$ cat config.mk
export PLATFORM = sky130hd
export DESIGN_NAME = divider_4_bit_seq
export DESIGN_NICKNAME = d
export VERILOG_FILES = /design/src/rtl/div_pkg.sv /design/src/rtl/full_adder_1_bit.sv /design/src/rtl/subtractor_n_bit.sv /design/src/rtl/divider_4_bit_seq.sv
export SDC_FILE = /design/constraint.sdc
export NUM_CORES = 1
export LEC_CHECK = 0
export BUFFER_PORTS_ARGS = -buffer_cell sky130_fd_sc_hd__buf_2
export CORE_MARGIN = 4
export CORE_UTILIZATION = 40
export DETAILED_ROUTE_END_ITERATION = 6
export GPL_TIMING_DRIVEN = 1
export HOLD_SLACK_MARGIN = 0.08
export PLACE_DENSITY = 0.71
export SLEW_MARGIN = 10
export SYNTH_ARGS = -nofsm -noshare
export SYNTH_HDL_FRONTEND = slang
export SYNTH_SLANG_ARGS = --single-unit
$ cat constraint.sdc
create_clock -name clk -period 5.24 [get_ports clk]
set_input_delay 0.786 -clock clk [delete_from_list [all_inputs] [get_ports clk]]
set_output_delay 0.786 -clock clk [all_outputs]
set_load 0.1 [all_outputs]
$ cat src/rtl/div_pkg.sv
// Purpose: shared types and constants for the sequential restoring divider.
// Latency: n/a (declarations only).
// Backpressure: n/a.
package div_pkg;

   // Controller states, encoded in two bits.
   typedef enum logic [1:0] {
      IDLE = 2'd0,
      RUN  = 2'd1,
      DONE = 2'd2
   } state_t;

   // Default operand width and the quotient reported on a zero divisor
   // (all ones of the operand width).
   localparam int                   DEF_WIDTH    = 4;
   localparam logic [DEF_WIDTH-1:0] DBZ_QUOTIENT = '1;

   // Iteration counter width: must hold values 0..w.
   function automatic int cnt_width(input int w);
      return $clog2(w + 1);
   endfunction

endpackage

$ cat src/rtl/full_adder_1_bit.sv
// Purpose: single-bit full adder cell used to build ripple datapaths.
// Latency: combinational.
// Backpressure: none.
// Ports: a, b, cin -> sum, cout.
module full_adder_1_bit (
   input  logic a,
   input  logic b,
   input  logic cin,
   output logic sum,
   output logic cout
);

   assign sum  = a ^ b ^ cin;
   assign cout = (a & b) | (a & cin) | (b & cin);

endmodule

$ cat src/rtl/subtractor_n_bit.sv
// Purpose: N-bit ripple subtractor, diff = a - b as a + ~b + 1.
// Latency: combinational.
// Backpressure: none.
// Ports: a, b (N bits) -> diff (N bits), no_borrow (final carry-out, 1 when a >= b).
module subtractor_n_bit #(
   parameter int N = 5
) (
   input  logic [N-1:0] a,
   input  logic [N-1:0] b,
   output logic [N-1:0] diff,
   output logic         no_borrow
);

   logic [N:0] c;

   // Carry-in of 1 supplies the +1 of the two's complement of b.
   assign c[0] = 1'b1;

   for (genvar i = 0; i < N; i++) begin : g_cell
      full_adder_1_bit u_fa (
         .a    (a[i]),
         .b    (~b[i]),
         .cin  (c[i]),
         .sum  (diff[i]),
         .cout (c[i+1])
      );
   end

   assign no_borrow = c[N];

endmodule

$ cat src/rtl/divider_4_bit_seq.sv
// Purpose: sequential restoring divider, one quotient bit per clock.
// Latency: WIDTH cycles in RUN then a one-cycle done; divide-by-zero reports done one cycle after accept.
// Backpressure: none; start is only honoured in IDLE, requests in RUN/DONE are dropped.
// Ports: clk, reset (sync, active-high), start, dividend, divisor in;
//        busy, done, quotient, remainder, div_by_zero out (results held until the next accept).
module divider_4_bit_seq
   import div_pkg::*;
#(
   parameter int WIDTH = 4
) (
   input  logic             clk,
   input  logic             reset,
   input  logic             start,
   input  logic [WIDTH-1:0] dividend,
   input  logic [WIDTH-1:0] divisor,
   output logic             busy,
   output logic             done,
   output logic [WIDTH-1:0] quotient,
   output logic [WIDTH-1:0] remainder,
   output logic             div_by_zero
);

   localparam int CW = cnt_width(WIDTH);

   state_t           state, state_nxt;
   logic [CW-1:0]    count;
   logic [WIDTH:0]   r;        // partial remainder, one guard bit wide
   logic [WIDTH-1:0] q;        // dividend shifting out, quotient shifting in
   logic [WIDTH-1:0] dvsr;

   logic [WIDTH:0]   r_shift;
   logic [WIDTH:0]   trial;
   logic             no_borrow;
   logic [WIDTH:0]   r_iter;
   logic [WIDTH-1:0] q_iter;
   logic             last_iter;

   // Bring the next dividend bit into the partial remainder. The guard bit
   // of r is always 0 here because r < divisor after every iteration.
   assign r_shift = (r << 1) | {{WIDTH{1'b0}}, q[WIDTH-1]};

   subtractor_n_bit #(
      .N (WIDTH + 1)
   ) u_sub (
      .a         (r_shift),
      .b         ({1'b0, dvsr}),
      .diff      (trial),
      .no_borrow (no_borrow)
   );

   // Restore on borrow: keep the shifted value and record a 0 quotient bit.
   assign r_iter    = no_borrow ? trial : r_shift;
   assign q_iter    = {q[WIDTH-2:0], no_borrow};
   assign last_iter = (count == CW'(WIDTH - 1));

   always_comb begin
      state_nxt = state;
      busy      = 1'b0;
      done      = 1'b0;
      case (state)
         IDLE: begin
            if (start) begin
               state_nxt = (divisor == '0) ? DONE : RUN;
            end
         end
         RUN: begin
            busy = 1'b1;
            if (last_iter) begin
               state_nxt = DONE;
            end
         end
         DONE: begin
            done      = 1'b1;
            state_nxt = IDLE;
         end
         default: state_nxt = IDLE;
      endcase
   end

   always_ff @(posedge clk) begin
      if (reset) begin
         state       <= IDLE;
         count       <= '0;
         r           <= '0;
         q           <= '0;
         dvsr        <= '0;
         quotient    <= '0;
         remainder   <= '0;
         div_by_zero <= 1'b0;
      end else begin
         state <= state_nxt;
         case (state)
            IDLE: begin
               if (start) begin
                  if (divisor != '0) begin
                     dvsr  <= divisor;
                     q     <= dividend;
                     r     <= '0;
                     count <= '0;
                  end else begin
                     // Zero divisor skips RUN and reports immediately.
                     quotient    <= {WIDTH{1'b1}};
                     remainder   <= dividend;
                     div_by_zero <= 1'b1;
                  end
               end
            end
            RUN: begin
               r     <= r_iter;
               q     <= q_iter;
               count <= count + CW'(1);
               if (last_iter) begin
                  quotient    <= q_iter;
                  remainder   <= r_iter[WIDTH-1:0];
                  div_by_zero <= 1'b0;
               end
            end
            default: ;
         endcase
      end
   end

endmodule

# ---- Word-level counts from Yosys, hierarchy flattened
# Cells that the tools add are included.
dict set report word_totals {
  mem_bits_rw 0
  latch_bits 0
  in_bits 11
  mem_count 0
  mem_bits_ro 0
  out_inout_bits 11
  reg_bits 26
}
dict set report op_classes {
  reduce_logical 8
  n_addsub 1
  mux 28
  eq_ne 7
  div_mod_pow 0
  shifts 0
  bitwise 34
  magnitude_cmp 0
  n_mul 0
}
# cell count
set op_table {}
lappend op_table {{$mux 4} 11}
lappend op_table {{$pmux 4 s2} 4}
lappend op_table {{$and 1x1->1} 11}
lappend op_table {{$or 1x1->1} 10}
lappend op_table {{$ne 2x2->1 const B} 4}
lappend op_table {{$xor 1x1->1} 7}
lappend op_table {{$mux 2} 3}
lappend op_table {{$mux 3} 2}
lappend op_table {{$pmux 3 s2} 1}
lappend op_table {{$reduce_and 3->1} 2}
lappend op_table {{$mux 1} 5}
lappend op_table {{$not 1->1} 5}
lappend op_table {{$or 5x1->5} 1}
lappend op_table {{$logic_not 4->1} 1}
lappend op_table {{$pmux 2 s2} 1}
lappend op_table {{$reduce_and 4->1} 1}
lappend op_table {{$reduce_bool 4->1} 1}
lappend op_table {{$add 3x1->3 const B} 1}
lappend op_table {{$eq 3x2->1 const B} 1}
lappend op_table {{$eq 2x1->1 const B} 1}
lappend op_table {{$eq 2x2->1 const B} 1}
lappend op_table {{$logic_not 2->1} 1}
lappend op_table {{$pmux 1 s2} 1}
lappend op_table {{$reduce_and 2->1} 1}
lappend op_table {{$reduce_bool 2->1} 1}

# ---- Depth between registers and ports, before layout
# Gate-level depths: netlist of the first run.
dict set report logic_depth {
  depth_word 19
  ltp_mapped 12
  ltp_nobuf 12
}

# ---- By module
# A second synthesis of the first run with hierarchy kept.
dict set report hier_totals {
  cells_unflattened 131
  area_unflattened_um2 1290.0
}
# mod area_per_inst_um2 cells_per_inst n_inst
set modules_own_cells {}
lappend modules_own_cells {divider_4_bit_seq 1167.4 120 1}
lappend modules_own_cells {full_adder_1_bit 20.0 1 5}
lappend modules_own_cells {subtractor_n_bit 22.5 6 1}

# ---- Worst setup path after synthesis of the first run
# Ideal clock, no wire load.
dict set report synth_path {
  path_kind {register -> register}
  from {register q[3]}
  to {register remainder[1]}
  path_stages_with_launch 13
  t_required_ns 5.154
  setup_ns 0.086
  setup_slack_ns 2.698
  arrival_ns 2.456
  path_buffers 0
  cell_sequence {dfxtp_1 inv_1 ha_1 inv_1 fa_1 inv_1 fa_1 inv_1 fa_1 or3b_2 a21oi_1 a21oi_1 a211oi_1}
}
dict set report synth_via {
  elab_chain_cells 19
  elab_cells_between_ends 23
}
# item line
set synth_lines {}
lappend synth_lines {{from (decl)} divider_4_bit_seq.sv:28} ;# logic [WIDTH-1:0] q;
lappend synth_lines {{from (signal assigned)} divider_4_bit_seq.sv:97} ;# q <= dividend;
lappend synth_lines {{from (signal assigned)} divider_4_bit_seq.sv:110} ;# q <= q_iter;
lappend synth_lines {{$or 5x1->5 *} divider_4_bit_seq.sv:40} ;# assign r_shift = (r << 1) | {{WIDTH{1'b0}}, q[WIDTH-1]};
lappend synth_lines {{$and 1x1->1} full_adder_1_bit.sv:14} ;# assign cout = (a & b) | (a & cin) | (b & cin);
lappend synth_lines {{$or 1x1->1 * (2 in a row)} full_adder_1_bit.sv:14}
lappend synth_lines {{$and 1x1->1} full_adder_1_bit.sv:14}
lappend synth_lines {{$or 1x1->1 (2 in a row)} full_adder_1_bit.sv:14}
lappend synth_lines {{$and 1x1->1} full_adder_1_bit.sv:14}
lappend synth_lines {{$or 1x1->1 (2 in a row)} full_adder_1_bit.sv:14}
lappend synth_lines {{$and 1x1->1} full_adder_1_bit.sv:14}
lappend synth_lines {{$or 1x1->1 (2 in a row)} full_adder_1_bit.sv:14}
lappend synth_lines {{$and 1x1->1} full_adder_1_bit.sv:14}
lappend synth_lines {{$or 1x1->1 (2 in a row)} full_adder_1_bit.sv:14}
lappend synth_lines {{$mux 4 *} divider_4_bit_seq.sv:52} ;# assign r_iter = no_borrow ? trial : r_shift;
lappend synth_lines {{$mux 4 *} divider_4_bit_seq.sv:112} ;# if (last_iter) begin
lappend synth_lines {{$pmux 4 s2 *} divider_4_bit_seq.sv:92} ;# case (state)
lappend synth_lines {{to (signal assigned)} divider_4_bit_seq.sv:103} ;# remainder <= dividend;
lappend synth_lines {{to (signal assigned)} divider_4_bit_seq.sv:114} ;# remainder <= r_iter[WIDTH-1:0];
lappend synth_lines {{to (decl)} divider_4_bit_seq.sv:19} ;# output logic [WIDTH-1:0] remainder,
# Every way passes the cells marked *; elsewhere a longest branch is shown, timed or not. The select of a mux whose other input is x is not followed.
# A chain may end at the register's enable or synchronous reset.

# ---- Worst setup path in the final report of the first run
# Ends and elaborated chain as after synthesis.

==> impl_results.md, run 1 <==
* Min Clock Period, post-route at 2.77 ns
* Routed WL at 2630 µm
* Critical Path Fanout Max at 6
* Synthesized flop and latch total at 26
* Post-Synthesis Cells at 142
* Final instance area at 1380 µm²
* Clock buffer depth at 2
* Largest cells by area after synthesis: dfxtp_1, nand2_1, a21oi_1
* Setup slack, reg-to-reg at 2.47 ns
* Crit Reg-Reg Endpoint: remainder[1]
* Area Overhead vs Synth at 12.1%
* Endpoints failing hold at 0
* Peak VDD IR at 0.000200 V
* P per Cell Area at 296 nW/µm²
* CP endpoint kind: register
* Routed vias/inst at 5.61
* Synth Area per Inst at 8.65 µm²
* Fraction of the yosys area taken by sequential cells at 42.4%
* Fin util at 48.3%
* Tot Pwr at 408 µW
* Via Count at 1078
* Starting DRT DRC Count at 56
* Multi-input logic area at 632 µm²
* WP data arrival at 3.02 ns
* GP Congestion at 0.789
* Area leader, netlist: dfxtp_1
* GR Util All Layers at 14.0%
* GRT overflow at 0
* Final Cycle Share at 52.8%
* Area of the core at 2850 µm²
* Setup bufs post-CTS at 0
* Hold Crit Depth at 2
* First-pass GRT wire length at 4520 µm
* Ys Warns at 0
* F_max at 361 MHz
* Sequential cell area at 520 µm²
* Setup violators final at 0
* Syn Std Cell Area at 1230 µm²
* Pleak at 0.000546 µW
* Initial Util at 43.1%
* Nets@finish at 179
* Post-CTS Hold Buffers at 0
* Worst slew pin tran at 0.523 ns
* Hold Path End: dvsr[3]
* WP data required at 5.49 ns
* Setup_tns at 0 ns
* Cells after DPL at 188
* First-pass iteration count of the detailed router at 4
* Post-Layout Cell Count at 192
* Drt wl/cell at 13.7 µm
* Port-buffer cells at 21
* Die H at 63.4 µm
* Hold Crit Class: register to register
* Worst Skew at 0.00645 ns
* Post-synth top area share at 42.4%
* Max cap viols at 0
* Layout cells sized above 1 at 23.6%
* Startpoint Class: register
* Relative slew slack at 64.8%
* Die ar. at 4020 µm²
* Detail Route Antenna Nets at 0
* Num CTS Buffers at 3
* Sinks on Clock Net at 26
* IO Count at 22
* Maximum level of the CTS H-tree at 1
* Initial antenna violation count at 0
* Drt drc at 0
* Status: finished clean
* Max-slew violations at 0
* Worst-path clk slew at 0.14 ns
* Ant diodes at 0
* CTS tree: yes
* Clk Latency, worst-skew pair at 0.33 ns
* Vias in the first global route at 1076
* Worst-case reg-to-reg path depth at 12
* RR Startpoint: q[3]
* PostCTS Resize Cnt at 0
* DP HPWL at 1990 µm
* Fill cells at 282
* RSZ-0062 raised after global routing: false
* DP Area at 1340 µm²
* Largest net degree at the start of global routing at 27
* Unique masters post-synth at 32
* Critical path type: register to register
* Width of the die at 63.4 µm
* Clk root buf: clkbuf_4
* Row Count at 19
* Syn_nets at 159
* Min-delay src: dvsr[3]
## cell usage after synthesis
library cell	count
nor3_1	1
a311oi_1	4
nor3b_1	1
o21a_1	1
o21ai_2	1
a22oi_1	1
nand2b_1	1
a31oi_1	1
inv_1	11
nor4_1	4
or3b_2	2
nand2b_2	1
nor2_1	19
nor3b_2	1
dfxtp_1	26
a211oi_1	3
a22o_4	1
a311oi_2	2
nand2_1	22
or2_2	1
nor3_2	2
a21oi_1	15
clkbuf_1	4
inv_2	1
ha_1	3
o41a_1	1
buf_2	1
a211oi_2	1
fa_1	3
o21ai_0	3
o211ai_1	3
buf_6	1
## layout make-up
cell class                      instances  share of cell area, %
Multi-Input combinational cell         98                   45.9
Sequential cell                        26                   37.8
Timing Repair Buffer                   21                   7.63
Inverter                               12                   3.27
Tap cell                               31                   2.82
Clock buffer                            4                   2.63
## metal layers
metal	vias up	global-route usage (%)	part of all wire (%)
li1	535	-	-
met1	513	16.1	44
met2	26	24.4	50
met3	4	4.09	4.5
met4	0	5.12	1.4
met5	-	0	0
## cell usage in the layout, fill, tap and decap left out, drive strengths merged
master | Yosys | final
o41a | 1 | 1
buf | 2 | 21
a311oi | 6 | 6
nor3b | 2 | 2
nor4 | 4 | 4
inv | 12 | 12
a31oi | 1 | 1
clkbuf | 4 | 4
nand2 | 22 | 22
dfxtp | 26 | 26
or3b | 2 | 2
nor2 | 19 | 19
or2 | 1 | 1
fa | 3 | 3
a21oi | 15 | 15
nand2b | 2 | 2
a22o | 1 | 1
o21a | 1 | 1
o211ai | 3 | 3
a211oi | 4 | 4
ha | 3 | 3
nor3 | 3 | 3
o21ai | 4 | 4
a22oi | 1 | 1
## per-stage QoR
stage                     hold WS, ns  worst slack [ns]
after floorplan                 0.436              2.70
after global placement          0.451              2.63
after detailed placement        0.455              2.52
after CTS                       0.473              2.48
after global routing            0.502              2.29
final                           0.469              2.47
## how the worst max path moves through the flow
| stage | start | slack (ns) | to | cells after the start |
|---|---|---|---|---|
| finish | q[3] | 2.47 | remainder[1] | 12 |
| global route | q[3] | 2.29 | remainder[1] | 12 |
| CTS | q[3] | 2.48 | remainder[3] | 12 |
| detailed placement | q[3] | 2.52 | remainder[1] | 12 |
| global placement | q[3] | 2.63 | remainder[1] | 12 |
| floorplan | q[3] | 2.70 | remainder[1] | 12 |
## state kept, by name, summed over array words and instances, names as in the netlist
| register | count |
|---|---|
| count | 3 |
| div_by_zero | 1 |
| r | 4 |
| quotient | 4 |
| state | 2 |
| remainder | 4 |
| q | 4 |
| dvsr | 4 |
## worst max-delay path: stages, from the launching register on
cell and delay (ns):
dfxtp_1 0.35, inv_1 0.05, ha_1 0.12, inv_1 0.05, fa_1 0.39, inv_1 0.08
fa_1 0.17, inv_1 0.05, fa_1 0.47, or3b_2 0.48, a21oi_1 0.18, a21oi_1 0.06
a211oi_1 0.23
## power by group
part | switching (µW) | leakage, µW | internal (µW)
sequential | 9.27 | 0.000212 | 209
clock | 61.0 | 0.0000210 | 42.5
combinational | 60.4 | 0.000313 | 26.5
total | 131 | 0.000546 | 278
## kinds of logic after synthesis
group / after synthesis / synth area share [%]
simple gates: 55 / 21.4
compound gates: 37 / 22.1
flops: 26 / 42.4
buf+inv: 18 / 6.21
fa+ha+maj: 6 / 7.94
Power figures use the tool's default switching activity.
==> run 2, diff against run 1 <==
- clock period: 5.24 -> 2.7 ns (I/O delays scaled with it)
==> impl_results.md, run 2 (same netlist as run 1, synthesis figures left out) <==
* Met2 wire length at 1370 µm
* WP data arrival at 2.83 ns
* Routed vias/inst at 5.53
* Layout cells sized above 1 at 27.3%
* Width of the die at 63.4 µm
* Ant diodes at 0
* Tot Pwr at 804 µW
* Min Clock Period, post-route at 2.56 ns
* Initial Util at 43.1%
* Cells after DPL at 188
* Port-buffer cells at 21
* Sequential cell area at 522 µm²
* Critical path type: register to register
* CTS tree: yes
* WP data required at 2.96 ns
* Routed WL at 2690 µm
* Detail Route Antenna Nets at 0
* CP endpoint kind: register
* Worst-path clk slew at 0.14 ns
* Initial antenna violation count at 0
* Setup violators final at 0
* DP Area at 1340 µm²
* Pleak at 0.000547 µW
* Max-slew violations at 0
* Status: finished clean
* Via Count at 1062
* First-pass GRT wire length at 4520 µm
* Die ar. at 4020 µm²
* Commonest non-fill, non-tap cell in the layout: dfxtp_1
* Row Count at 19
* GR Util All Layers at 14.0%
* Startpoint Class: register
* Endpoints failing hold at 0
* Area Overhead vs Synth at 13.8%
* Post-Layout Cell Count at 192
* Commonest non-fill, non-tap cells in the layout: dfxtp_1, nand2_1, buf_2, nor2_1, a21oi_1
* Setup_tns at 0 ns
* Peak VDD IR at 0.000394 V
* Setup bufs post-CTS at 0
* Vias in the first global route at 1076
* F_max at 390 MHz
* Clock buffer depth at 2
* Max cap viols at 0
* Largest net degree at the start of global routing at 27
* Clk Latency, worst-skew pair at 0.33 ns
* Final instance area at 1400 µm²
* Area of the core at 2850 µm²
* GRT overflow at 0
* Worst Skew at 0.00402 ns
* Maximum level of the CTS H-tree at 1
* Fill cells at 273
* Drt wl/cell at 14.0 µm
* Clk root buf: clkbuf_4
* IO Count at 22
* Hold Crit Class: input pin to register
* Final Cycle Share at 95.0%
* Top layer in use: met4
* Num CTS Buffers at 3
* M1 WL at 1200 µm
* First-pass iteration count of the detailed router at 4
* Relative slew slack at 64.8%
* Die H at 63.4 µm
* Worst slew pin tran at 0.522 ns
* Drt drc at 0
* GP Congestion at 0.789
* Sinks on Clock Net at 26
* Starting DRT DRC Count at 53
* WHS at 0.319 ns
* DP HPWL at 1990 µm
* P per Cell Area at 574 nW/µm²
* RSZ-0062 raised after global routing: false
* Nets@finish at 179
* Multi-input logic area at 652 µm²
* Detail Route met3 WL at 100 µm
* Critical Path Fanout Max at 6
run 2: worst max-delay path, stage by stage (launching register included):
cell      delay, ns
dfxtp_2        0.35
inv_1          0.05
ha_1           0.12
inv_1          0.06
fa_2           0.36
inv_2          0.06
fa_1           0.16
inv_1          0.06
fa_2           0.44
or3b_4         0.39
a21oi_2        0.16
a21oi_1        0.07
a211oi_2       0.22
run 2: final cells by class:
cell class	instances	area share, %
Multi-Input combinational cell	98	46.6
Tap cell	31	2.77
Clock buffer	4	2.59
Sequential cell	26	37.3
Inverter	12	3.22
Timing Repair Buffer	21	7.51
run 2: where the power goes:
group / leakage (µW) / internal (µW) / switching, µW
Clock: 0.0000210 / 82.6 / 119
Combinational: 0.000314 / 57.2 / 121
Sequential: 0.000212 / 405 / 18.2
Total: 0.000547 / 545 / 259
run 2: metal layers:
layer / vias up / track usage (%)
met2: 19 / 24.4
li1: 529 / -
met1: 510 / 16.1
met3: 4 / 4.09
met5: - / 0
met4: 0 / 5.12
run 2: repair_timing:
item,4_1_cts,5_1_grt
pin swaps,0,4
hold buffers,0,0
gates resized for setup,1,8
setup endpoints to repair,2,5
run 2: worst paths after layout:
path                            cells after the start        from           end  slack (ns)
worst max-delay path                               12        q[3]  remainder[3]        0.14
worst min-delay path                                3  divisor[0]       dvsr[0]        0.32
worst max register to register                     12        q[3]  remainder[3]        0.14
worst min register to register                      2     dvsr[3]       dvsr[3]        0.47
run 2: through the flow:
step / utilization [%] / setup WS (ns)
2_1_floorplan: - / 0.158
3_3_place_gp: 47.0 / 0.0857
3_5_place_dp: 47.0 / -0.0206
4_1_cts: 48.4 / 0.0202
5_1_grt: 49.0 / 0.0326
6_report: 49.0 / 0.135
==> run 3, diff against run 2 <==
- CTS_BUF_LIST: unset -> sky130_fd_sc_hd__clkbuf_4 sky130_fd_sc_hd__clkbuf_8
- PLACE_DENSITY: 0.71 -> 0.74
- clock period: 2.7 -> 2.2 ns (I/O delays scaled with it)
==> impl_results.md, run 3 (same netlist as run 1, synthesis figures left out) <==
* Min-delay src: divisor[3]
* Hold Crit Class: input pin to register
* Die ar. at 4020 µm²
* Int Pwr at 699 µW
* Clk root buf: clkbuf_4
* Area of the core at 2850 µm²
* Post-Layout Cell Count at 199
* Peak VDD IR at 0.000326 V
* Max-slew violations at 0
* GP Congestion at 0.850
* Clock buffer depth at 2
* Endpoints failing hold at 0
* DP HPWL at 2070 µm
* Crit Reg-Reg Endpoint: r[0]
* CTS tree: yes
* Max cap viols at 0
* Relative slew slack at 58.7%
* Critical path type: register to register
* Maximum level of the CTS H-tree at 1
* RSZ-0062 raised after global routing: true
* GRT overflow at 0
* Clk pwr share at 23.3%
* Sinks on Clock Net at 26
* Initial antenna violation count at 0
* Via Count at 1073
* Startpoint Class: register
* Pleak at 0.000585 µW
* Row Count at 19
* Nets@finish at 186
* Initial Util at 43.1%
* Setup_tns at -1.27 ns
* P per Cell Area at 688 nW/µm²
* CP endpoint kind: register
* Share of power burned in registers at 50.4%
* Drt drc at 0
* Cells after DPL at 193
* Die H at 63.4 µm
* Final Cycle Share at 110%
* Sw Ratio at 32.6%
* Starting DRT DRC Count at 60
* Largest net degree at the start of global routing at 27
* Pre-CTS WS at -0.230 ns
* IO Count at 22
* Routed vias/inst at 5.39
* F_max at 413 MHz
* Routed WL at 2890 µm
* WP data required at 2.39 ns
* Setup slack, reg-to-reg at -0.22 ns
* Fin util at 52.8%
* Worst Skew at 0.0105 ns
* Hold Path End: dvsr[3]
* Comb pwr share at 26.3%
* Clk Latency, worst-skew pair at 0.32 ns
* First-pass GRT wire length at 4620 µm
* Fill cells at 259
* Ant diodes at 0
* Critical Path Fanout Max at 4
* Worst-path clk slew at 0.13 ns
* Worst-case reg-to-reg path depth at 12
* GR Util All Layers at 14.3%
* Width of the die at 63.4 µm
* NetSw at 338 µW
* Layout cells sized above 1 at 37.5%
* Vias in the first global route at 1056
* Commonest non-fill, non-tap cells in the layout: dfxtp_1, nand2_1, buf_2, nor2_1, a21oi_1
* Status: complete, but fails checks
* Setup violators final at 8
* Area Overhead vs Synth at 22.6%
* Port-buffer cells at 21
* RR Startpoint: q[3]
* WHS at 0.261 ns
* Commonest non-fill, non-tap cell in the layout: dfxtp_1
* Drt wl/cell at 14.5 µm
* Num CTS Buffers at 3
* WP data arrival at 2.62 ns
* Detail Route Antenna Nets at 0
* Setup WS post-layout at -0.222 ns
* Hold Crit Depth at 3
* First-pass iteration count of the detailed router at 4
* Post-CTS Hold Buffers at 0
* Min Clock Period, post-route at 2.42 ns
* Violated checks: negative setup slack
* Worst slew pin tran at 0.613 ns
## run 3: changes by cell type in the layout (fill, tap and decap cells not counted), moves of 2 or more
cell and delta:
inv_1 -3, o21ai_0 -2, a21oi_4 +2, a21oi_1 -3, inv_2 +3, buf_4 +6
## run 3: how the worst max path moves through the flow
stage          from      endpoint  slack, ns  cells past startpoint
2_1_floorplan  q[3]  remainder[3]      -0.14                     12
6_report       q[3]          r[0]      -0.22                     12
5_1_grt        q[3]  remainder[3]      -0.27                     12
3_5_place_dp   q[3]  remainder[0]      -0.23                     12
4_1_cts        q[3]  remainder[1]      -0.17                     12
3_3_place_gp   q[3]  remainder[3]      -0.16                     12
## run 3: final cells by class
type | count | area [µm²] | area share (%)
Tap cell | 31 | 38.8 | 2.57
Clock buffer | 4 | 36.3 | 2.41
Inverter | 12 | 45.0 | 2.99
Sequential cell | 26 | 523 | 34.7
Timing Repair Buffer | 28 | 161 | 10.7
Multi-Input combinational cell | 98 | 702 | 46.6
## run 3: stage by stage
step                      total power [µW]  cell area [µm²]
after floorplan                        698             1260
after global placement                 759             1410
after detailed placement               770             1410
after CTS                             1020             1480
after global routing                  1090             1510
final                                 1040             1510
## run 3: power by group through the flow
stage / Clock, µW / Sequential, µW / Combinational (µW)
after detailed placement: 0 / 531 / 238
final: 242 / 522 / 273
after floorplan: 0 / 552 / 146
after CTS: 248 / 522 / 253
after global placement: 0 / 529 / 230
after global routing: 268 / 527 / 293
## run 3: worst max-delay path: stages, from the launching register on
cell and delay [ns]:
dfxtp_2 0.35, inv_2 0.06, ha_4 0.12, inv_2 0.03, fa_2 0.32, inv_2 0.06
fa_2 0.18, inv_2 0.04, fa_2 0.38, or2_4 0.27, o211ai_1 0.28, buf_4 0.16
a21oi_1 0.05
## run 3: repair_timing
action,4_1_cts,5_1_grt
buffers inserted,1,1
endpoints found under the setup margin,8,10
cloned,0,0
pin swaps,7,4
resized for setup,7,5
## run 3: per-layer routing
metal / GRT usage [%] / wire length, µm
met5: 0 / 0
met4: 8.63 / 55
met3: 2.13 / 79
met2: 24.3 / 1500
met1: 16.9 / 1260
